## src/rtl/spi_ram_pkg.sv

```systemverilog
// Shared command encoding for the SPI-attached RAM controller.
// The command field sits in the top CMD_W bits of every received frame.
package spi_ram_pkg;

  localparam int CMD_W = 2;

  typedef enum logic [CMD_W-1:0] {
    CMD_WR_ADDR = 2'b00,
    CMD_WR_DATA = 2'b01,
    CMD_RD_ADDR = 2'b10,
    CMD_RD_DATA = 2'b11
  } cmd_e;

endpackage

```

## src/rtl/spi_ram_ctrl_if.sv

```systemverilog
// Bundles the SPI receive-side command stream, the transmit-side return handshake
// and the status flags between the SPI front end and the RAM controller.
interface spi_ram_ctrl_if
  import spi_ram_pkg::*;
#(
  parameter int DATA_W = 8
) ();

  logic [DATA_W+CMD_W-1:0] rx_data;
  logic                    rx_valid;
  logic [DATA_W-1:0]       tx_data;
  logic                    tx_valid;
  logic                    tx_ready;
  logic                    busy;
  logic                    addr_err;
  logic                    drop_err;

  modport master (
    output rx_data, rx_valid, tx_ready,
    input  tx_data, tx_valid, busy, addr_err, drop_err
  );

  modport slave (
    input  rx_data, rx_valid, tx_ready,
    output tx_data, tx_valid, busy, addr_err, drop_err
  );

endinterface

```

## src/rtl/spi_ram_mem.sv

```systemverilog
// Single-port synchronous RAM with a registered read port; contents are never reset.
module spi_ram_mem #(
  parameter int DATA_W    = 8,
  parameter int ADDR_W    = 8,
  parameter int MEM_DEPTH = 256
) (
  input  logic              clk,
  input  logic              we_i,
  input  logic [ADDR_W-1:0] addr_i,
  input  logic [DATA_W-1:0] wdata_i,
  output logic [DATA_W-1:0] rdata_o
);

  logic [DATA_W-1:0] mem_q [MEM_DEPTH];

  always_ff @(posedge clk) begin
    if (we_i) begin
      mem_q[addr_i] <= wdata_i;
    end
    rdata_o <= mem_q[addr_i];
  end

endmodule

```

## src/rtl/spi_ram_ctrl.sv

```systemverilog
// Command decoder in front of spi_ram_mem: write/read pointers with optional
// auto-increment, a valid/ready return path for read data, and sticky error flags.
module spi_ram_ctrl
  import spi_ram_pkg::*;
#(
  parameter int DATA_W    = 8,
  parameter int ADDR_W    = 8,
  parameter int MEM_DEPTH = 256,
  parameter int AUTO_INC  = 1
) (
  input  logic           clk,
  input  logic           rst,
  spi_ram_ctrl_if.slave  bus
);

  localparam logic [ADDR_W:0]   DEPTH_EXT = (ADDR_W+1)'(MEM_DEPTH);
  localparam logic [ADDR_W-1:0] LAST_ADDR = ADDR_W'(MEM_DEPTH - 1);

  cmd_e              cmd;
  logic [DATA_W-1:0] payload;
  logic              addrOk;

  logic [ADDR_W-1:0] wrPtr_q, wrPtr_d;
  logic [ADDR_W-1:0] rdPtr_q, rdPtr_d;
  logic              txValid_q, txValid_d;
  logic              rdPending_q, rdPending_d;
  logic [DATA_W-1:0] txHold_q, txHold_d;
  logic              addrErr_q, addrErr_d;
  logic              dropErr_q, dropErr_d;

  logic              memWe;
  logic              rdAccept;
  logic [ADDR_W-1:0] memAddr;
  logic [DATA_W-1:0] memRdata;

  function automatic logic [ADDR_W-1:0] incPtr(input logic [ADDR_W-1:0] p);
    return (p == LAST_ADDR) ? '0 : p + 1'b1;
  endfunction

  assign cmd     = cmd_e'(bus.rx_data[DATA_W+CMD_W-1:DATA_W]);
  assign payload = bus.rx_data[DATA_W-1:0];
  assign addrOk  = ((payload >> ADDR_W) == '0) && ({1'b0, payload[ADDR_W-1:0]} < DEPTH_EXT);

  always_comb begin
    wrPtr_d   = wrPtr_q;
    rdPtr_d   = rdPtr_q;
    txValid_d = txValid_q;
    addrErr_d = addrErr_q;
    dropErr_d = dropErr_q;
    memWe     = 1'b0;
    memAddr   = rdPtr_q;
    rdAccept  = 1'b0;

    if (bus.rx_valid) begin
      case (cmd)
        CMD_WR_ADDR: begin
          if (addrOk) wrPtr_d = payload[ADDR_W-1:0];
          else        addrErr_d = 1'b1;
        end
        CMD_WR_DATA: begin
          memWe   = 1'b1;
          memAddr = wrPtr_q;
          if (AUTO_INC != 0) wrPtr_d = incPtr(wrPtr_q);
        end
        CMD_RD_ADDR: begin
          if (addrOk) rdPtr_d = payload[ADDR_W-1:0];
          else        addrErr_d = 1'b1;
        end
        CMD_RD_DATA: begin
          if (!txValid_q || bus.tx_ready) begin
            rdAccept = 1'b1;
            if (AUTO_INC != 0) rdPtr_d = incPtr(rdPtr_q);
          end else begin
            dropErr_d = 1'b1;
          end
        end
      endcase
    end

    // A new read keeps tx_valid high even when the previous word is accepted this cycle
    if (rdAccept)          txValid_d = 1'b1;
    else if (bus.tx_ready) txValid_d = 1'b0;

    rdPending_d = rdAccept;
    txHold_d    = rdPending_q ? memRdata : txHold_q;
  end

  always_ff @(posedge clk) begin
    if (rst) begin
      wrPtr_q     <= '0;
      rdPtr_q     <= '0;
      txValid_q   <= 1'b0;
      rdPending_q <= 1'b0;
      txHold_q    <= '0;
      addrErr_q   <= 1'b0;
      dropErr_q   <= 1'b0;
    end else begin
      wrPtr_q     <= wrPtr_d;
      rdPtr_q     <= rdPtr_d;
      txValid_q   <= txValid_d;
      rdPending_q <= rdPending_d;
      txHold_q    <= txHold_d;
      addrErr_q   <= addrErr_d;
      dropErr_q   <= dropErr_d;
    end
  end

  spi_ram_mem #(
    .DATA_W   (DATA_W),
    .ADDR_W   (ADDR_W),
    .MEM_DEPTH(MEM_DEPTH)
  ) u_mem (
    .clk    (clk),
    .we_i   (memWe && !rst),
    .addr_i (memAddr),
    .wdata_i(payload),
    .rdata_o(memRdata)
  );

  // The RAM output is only meaningful the cycle after a read; afterwards the held copy is shown
  assign bus.tx_data  = rdPending_q ? memRdata : txHold_q;
  assign bus.tx_valid = txValid_q;
  assign bus.busy     = txValid_q;
  assign bus.addr_err = addrErr_q;
  assign bus.drop_err = dropErr_q;

endmodule
```

## src/flat_wrapper.sv

```systemverilog
// flat-port wrapper written by rule: the top's interface ports become plain ports
module spi_ram_ctrl_flat import spi_ram_pkg::*;
#(
  parameter int DATA_W    = 8,
  parameter int ADDR_W    = 8,
  parameter int MEM_DEPTH = 256,
  parameter int AUTO_INC  = 1
)
  (clk, rst, bus_rx_data, bus_rx_valid, bus_tx_ready, bus_tx_data, bus_tx_valid, bus_busy, bus_addr_err, bus_drop_err);
  spi_ram_ctrl_if #(.DATA_W(DATA_W)) bus_i ();
  input  logic clk;
  input  logic rst;
  input wire logic [$bits(bus_i.rx_data)-1:0] bus_rx_data;
  input wire logic [$bits(bus_i.rx_valid)-1:0] bus_rx_valid;
  input wire logic [$bits(bus_i.tx_ready)-1:0] bus_tx_ready;
  output wire logic [$bits(bus_i.tx_data)-1:0] bus_tx_data;
  output wire logic [$bits(bus_i.tx_valid)-1:0] bus_tx_valid;
  output wire logic [$bits(bus_i.busy)-1:0] bus_busy;
  output wire logic [$bits(bus_i.addr_err)-1:0] bus_addr_err;
  output wire logic [$bits(bus_i.drop_err)-1:0] bus_drop_err;
  assign bus_i.rx_data = bus_rx_data;
  assign bus_i.rx_valid = bus_rx_valid;
  assign bus_i.tx_ready = bus_tx_ready;
  assign bus_tx_data = bus_i.tx_data;
  assign bus_tx_valid = bus_i.tx_valid;
  assign bus_busy = bus_i.busy;
  assign bus_addr_err = bus_i.addr_err;
  assign bus_drop_err = bus_i.drop_err;
  spi_ram_ctrl #(.DATA_W(DATA_W), .ADDR_W(ADDR_W), .MEM_DEPTH(MEM_DEPTH), .AUTO_INC(AUTO_INC)) u_core (.clk(clk), .rst(rst), .bus(bus_i));
endmodule
```

## config.mk

```make
export PLATFORM = sky130hd
export DESIGN_NAME = spi_ram_ctrl_flat
export DESIGN_NICKNAME = d
export VERILOG_FILES = /design/src/rtl/spi_ram_pkg.sv /design/src/rtl/spi_ram_ctrl_if.sv /design/src/rtl/spi_ram_mem.sv /design/src/rtl/spi_ram_ctrl.sv /design/src/flat_wrapper.sv
export SDC_FILE = /design/constraint.sdc
export NUM_CORES = 2
export LEC_CHECK = 0
export CAP_MARGIN = 40
export CORE_UTILIZATION = 57
export CTS_CLUSTER_DIAMETER = 100
export DETAILED_ROUTE_END_ITERATION = 7
export PLACE_DENSITY = 0.77
export SYNTH_ARGS = -nofsm -noshare
export SYNTH_HDL_FRONTEND = slang
export SYNTH_HIERARCHICAL = 1
export SYNTH_SLANG_ARGS = --single-unit
```

## constraint.sdc

```tcl
create_clock -name clk -period 4.2 [get_ports clk]
set_input_delay 0.84 -clock clk [delete_from_list [all_inputs] [get_ports clk]]
set_output_delay 0.84 -clock clk [all_outputs]
set_load 0.02 [all_outputs]
```

== Word level (Yosys, flattened, before mapping) ==
Memories as Yosys holds them, arrays and structs flattened. A register that Yosys moved wholly into a read port is not among the register bits.
Index checks and enable logic that the tools add are counted.
Widths: inputs -> output; s select.
Storage, ports and cells
  bits in registers: 27
  memory bits (writable): 2048
  output and inout port bits: 12
  memories: 1
Operators by class
  $add $sub $neg: 2
  eq/ne operators: 6
  muxes and demuxes: 17
  bitwise gates (word level): 1
  reduce and logical (&&, ||, !) cells: 11
Memories
  u_core.u_mem.mem_q: depth 256, width 8, read ports 1, clocked after memory_dff 1, wr ports 1, line spi_ram_mem.sv:14  | logic [DATA_W-1:0] mem_q [MEM_DEPTH];
Operator list (number)
  $mux 8: 6
  $pmux 8 s2: 2
  $add 8x1->8 const B: 2
  $eq 8x8->1 const B: 2
  $mux 1: 9
  $reduce_and 3->1: 2
  $reduce_bool 2->1: 3
  $eq 2x2->1 const B: 2
  $eq 2x1->1 const B: 1
  $logic_not 1->1: 2
  $logic_not 2->1: 1
  $ne 2x1->1 const B: 1
  $reduce_and 2->1: 1
  $logic_and 1x1->1: 1
  $logic_or 1x1->1: 1
  $not 1->1: 1

== Depth between registers and ports, before layout ==
  word-level depth: 6
  gate-level depth with buffers: 14
  depth with buffers taken out: 8

== Cells and area by module ==
The synthesis kept the hierarchy.
Modules (own cells, without submodules)
  spi_ram_mem: times used 1, cells an instance 3547, area each 78492.8 um^2, sequential area each 61659.1 um^2
  spi_ram_ctrl: times used 1, cells an instance 178, area each 1516.5 um^2, sequential area each 540.5 um^2

== Worst setup path after synthesis ==
No wires, ideal clock.
  kind: in2reg
  from: input port bus_rx_data[9]
  to: memory u_core.u_mem.mem_q[112][0] (enable)
  library setup time: 370 ps
  arrival time: 3487 ps
  required time: 3830 ps
  slack: 342 ps
  stages on the path: 11
  path buffers: 5
  path through: buf_2 > and2b_1 > nand2_2 > mux2_2 > buf_2 > nor2_1 > clkbuf_1 > clkbuf_1 > nand3_1 > clkbuf_1 > nor2_1
Between the ends
  elaborated cells between the ends (all ways): 8
  classes of those cells: 1 x eq/ne; 6 x mux; 1 x reduce/logical
RTL lines
  start: declaration: line flat_wrapper.sv:13  | input wire logic [$bits(bus_i.rx_data)-1:0] bus_rx_data;
  $eq 2x1->1: line spi_ram_ctrl.sv:55  | case (cmd)
  $mux 8: line spi_ram_ctrl.sv:55
  $mux 8: line spi_ram_ctrl.sv:54  | if (bus.rx_valid) begin
  net u_core.memAddr[2]: line spi_ram_ctrl.sv:33  | logic [ADDR_W-1:0] memAddr;
  end: declaration: line spi_ram_mem.sv:14
The timed path passes the listed nets, and every way through them passes these cells.

== Worst setup path in the final report ==
  from: input port bus_rx_data[9]
  to: register u_core.u_mem.rdata_o[7] (read register of u_core.u_mem.mem_q)
Between the ends
  word-level cells in the longest chain between the ends: 3
Ends and longest elaborated chain
  $eq 2x1->1: line spi_ram_ctrl.sv:55
  $mux 8: line spi_ram_ctrl.sv:55
  $mux 8: line spi_ram_ctrl.sv:54
  net u_core.memAddr[1]: line spi_ram_ctrl.sv:33
  end: declaration: line spi_ram_mem.sv:11  | output logic [DATA_W-1:0] rdata_o
The timed path passes the listed nets, and every way through them passes these cells.
A chain may end at the register's enable or synchronous reset.

==> summary by stage <==
Yosys
The post-synthesis async set-or-reset flop share is 0%. The gate count after technology mapping is 3725. The number of synthesized flops with an enable pin is 2048.

The sequential area share after synthesis is 77.7%. The dominant synthesized flop cell is edfxtp_1. The synthesized area is 80000 um2. Counting flops and latches in the post-synthesis netlist gives 2083. Yosys mapped the design onto 56 distinct sky130hd cell types. The average size of a mapped cell is 21.5 um2. The number of warnings printed during yosys synthesis is 6.

Counting every net in the synthesized netlist gives 3741.

Status
The checks that failed: design-rule violations. The run finished, with violations left.

STA
The final number of max-transition violations came to 0. Across all setup checks in the final design, the least slack found is 0.0569 ns. Setup repair after global routing left no endpoint under its margin. Of the available clock period, the critical path in the final layout requires 98.6%.

The transition at the pin with the smallest max-transition slack is 1.18 ns. The final setup violation count is 0. The relative max-transition margin is 21.5%. The count of endpoints failing hold in the final timing report is 0. The final period demand of the worst path is 4.14 ns. Between clock sinks in the finished design, the worst skew comes to 0.0637 ns. For this run, the top clock speed supported by timing is 241 MHz.

Worst setup path
The worst path required time is 4.88 ns. The worst setup path is launched from an input pin. The worst setup path is captured at a flip-flop. Of all nets on the critical path, the largest fanout is 53. The worst register-to-register path has a depth of 9.

The largest stage delay on the critical path is 0.61 ns. For the worst setup path, the data arrival time is 4.83 ns. The startpoint-to-endpoint class of the critical path is input pin to flip-flop.

On the critical path, the stage with the largest delay is an instance of o41ai_1. The critical path goes through clkdlybuf4s50_1 -> and2b_1 -> nand2_2 -> buf_4 -> mux2_8 -> buf_12 -> buf_12 -> mux4_2 -> a22oi_1 -> a21oi_1 -> o41ai_1 -> buf_2 -> buf_4 -> nand4_1.

CTS
The buffer levels on the longest clock path is 3. TritonCTS built the clock tree. The clock-pin slew of the registers on the worst-case setup and hold paths is 0.06 ns. The number of buffers inserted during clock tree synthesis is 197.

The insertion delay to the later sink of the worst-skew pair is 0.85 ns. The clock net in this run drives a total of 2083 sinks. The count of hold buffers inserted by post-cts repair is 0. The setup fix buffers added after clock tree synthesis is 0. The library cell used as clock root buffer is clkbuf_16. The H-tree was split into 4 levels.

Worst hold path
The cell depth of the worst min-delay path is 1. The class of the most critical hold timing path is input pin to flip-flop.

Layout
The share of cells above drive strength 1 is 32.7%. The utilization after layout is 67.4%. The finished cells cover 93900 um2. In the final design database the tool counted 4347 nets. Relative to the synthesized area, the layout overhead comes to 17.3%. The library cell used most frequently in the layout, excluding fill and tap cells, is edfxtp_1. In the layout the commonest cells are 2048 x edfxtp_1, 537 x buf_4, 512 x mux4_2.

Route
In the routed design, unresolved DRC markers number 3. The vias after detailed routing is 42200. For this block, the routed nets add up to 200000 um of wire. The number of nets with antenna violations after routing is 0. In the final routed layout, each cell accounts on average for 31.4 um. The via-per-instance ratio is 6.62. The violation count after the first detailed-route iteration is 5977. The first detailed-routing pass took 8 iterations.

Flow run
Across the run, the number of max-cap violations was 0.

Place
Summing all placed instances gives a cell area of 87300 um2. Input and output buffers added on the ports amount to 24. At the end of routability-driven placement, the weighted congestion stood at 0.891.

The worst slack after detailed placement is -0.687 ns. The HPWL reported at the end of detailed placement is 119000 um.

Floorplan
The starting density of the core is 57.4%. The I/O pin total is 26. From bottom edge to top edge, the die measures 377 um.

The die boundary width is 377 um. After floorplanning, the core was divided into 137 placement rows. The floorplan step defined a core boundary enclosing 139000 um2. The die covers 142000 um2.

Global routing
The global routing usage summed across all routing layers is 28.7%. The number of global-route vias before repair is 42200. Global routing finished with a remaining overflow of 0. The pin count of the biggest net entering global routing is 151. The initial antenna violation count is 5. The first-pass GRT wire length is 291000 um.

Power
In this run the power density over the cells is 462 nW/um2. The maximum vdd drop is 0.000373 V. The final total power is 0.0433 W. The leakage dissipation is 29.7 nW.
[power by group]
group | internal, W | total (W) | switching [W]
Combinational | 0.00115 | 0.00272 | 0.00157
Sequential | 0.0228 | 0.0229 | 0.0000564
Clock | 0.00993 | 0.0177 | 0.00780
[metal layers]
| layer | track usage (%) | vias to the layer above | wire, um | share of wire (%) |
|---|---|---|---|---|
| met5 | 0 | - | 22 | 0.011 |
| met4 | 11.1 | 4 | 8850 | 4.4 |
| met3 | 6.35 | 546 | 22500 | 11 |
| met2 | 45.8 | 2939 | 97200 | 49 |
| met1 | 39.1 | 21800 | 71600 | 36 |
| li1 | - | 17000 | - | - |
[critical path, delay by kind of cell]
kind | cells | cell delay [ns]
AOI/OAI and AO/OA | 3 | 1.05
muxes | 2 | 0.86
buffers and inverters | 6 | 1.55
and+or+nand+nor | 3 | 0.38
[sequential cells by signal, summed over array words and instances, names as in the netlist]
register / count
u_core/wrPtr_q: 8
u_core/rdPending_q: 1
u_core/rdPtr_q: 8
u_core/bus.drop_err: 1
u_core/u_mem/rdata_o: 8
u_core/txHold_q: 8
u_core/bus.busy: 1
u_core/u_mem/mem_q: 2048
[cell usage after synthesis, types with 3 or more instances]
library cell	instances	area (um2)
o21ai_0	12	60.1
and2_1	12	75.1
and3_1	3	18.8
buf_1	19	71.3
inv_1	4	15.0
edfxtp_1	2048	61500
nand2_1	37	139
a211oi_1	5	37.5
o41ai_1	32	280
nand2b_1	7	43.8
nor2b_1	9	56.3
clkbuf_1	148	556
buf_4	18	135
mux4_2	512	11500
nor2_1	245	920
nor3_1	35	175
nand4_1	8	50.1
a22oi_1	257	1930
buf_6	16	180
a21oi_1	144	721
mux2_2	16	180
dfxtp_1	35	701
buf_2	41	205
nand3_1	21	105
[cell type report]
type / count / area [um2]
Sequential cell: 2083 / 62200
Fill cell: 8303 / 45500
Multi-Input combinational cell: 1394 / 16700
Timing Repair Buffer: 650 / 6040
Clock buffer: 252 / 5250
Tap cell: 1876 / 2350
Clock inverter: 118 / 1290
Inverter: 5 / 18.8
Antenna cell: 5 / 12.5
[worst paths after layout]
path                                          from                              endpoint  slack (ns)
setup / recovery                    bus_rx_data[9]       u_core/u_mem/rdata_o[7]$_DFF_P_        0.06
hold / removal                      bus_rx_data[7]  u_core/u_mem/mem_q[211][7]$_DFFE_PP_        0.46
setup reg to reg    u_core/wrPtr_q[0]$_SDFFE_PP0P_       u_core/u_mem/rdata_o[0]$_DFF_P_        0.33
hold reg to reg   u_core/bus.drop_err$_SDFFE_PP0P_      u_core/bus.drop_err$_SDFFE_PP0P_        0.49
[logic make-up (layout without fill, tap and decap cells)]
family,count (synthesis),after routing,share of synthesized area (%)
adders and majority gates,2,2,0.0313
buffers and inverters,248,1025,1.46
and+or+nand+nor,392,392,2.11
other,1,6,0.00469
DFF,2083,2083,77.7
muxes,529,529,14.6
AOI/OAI and AO/OA,470,470,4.00
[metrics by stage]
step | cells | TNS [ns] | hold slack [ns]
floorplan | 3725 | 0 | 0.463
global placement | 6003 | -13.63 | 0.452
detailed placement | 6007 | -8.73 | 0.470
CTS | 6377 | 0 | 0.440
global route | 6378 | 0 | 0.475
finish | 6383 | 0 | 0.460
[repair_timing]
item                                   in CTS  in global routing
resized for setup                           0                  3
endpoints found under the hold margin       0                  0
setup endpoints to repair                   0                  3
Note: power is estimated with default switching activity, not from simulation.
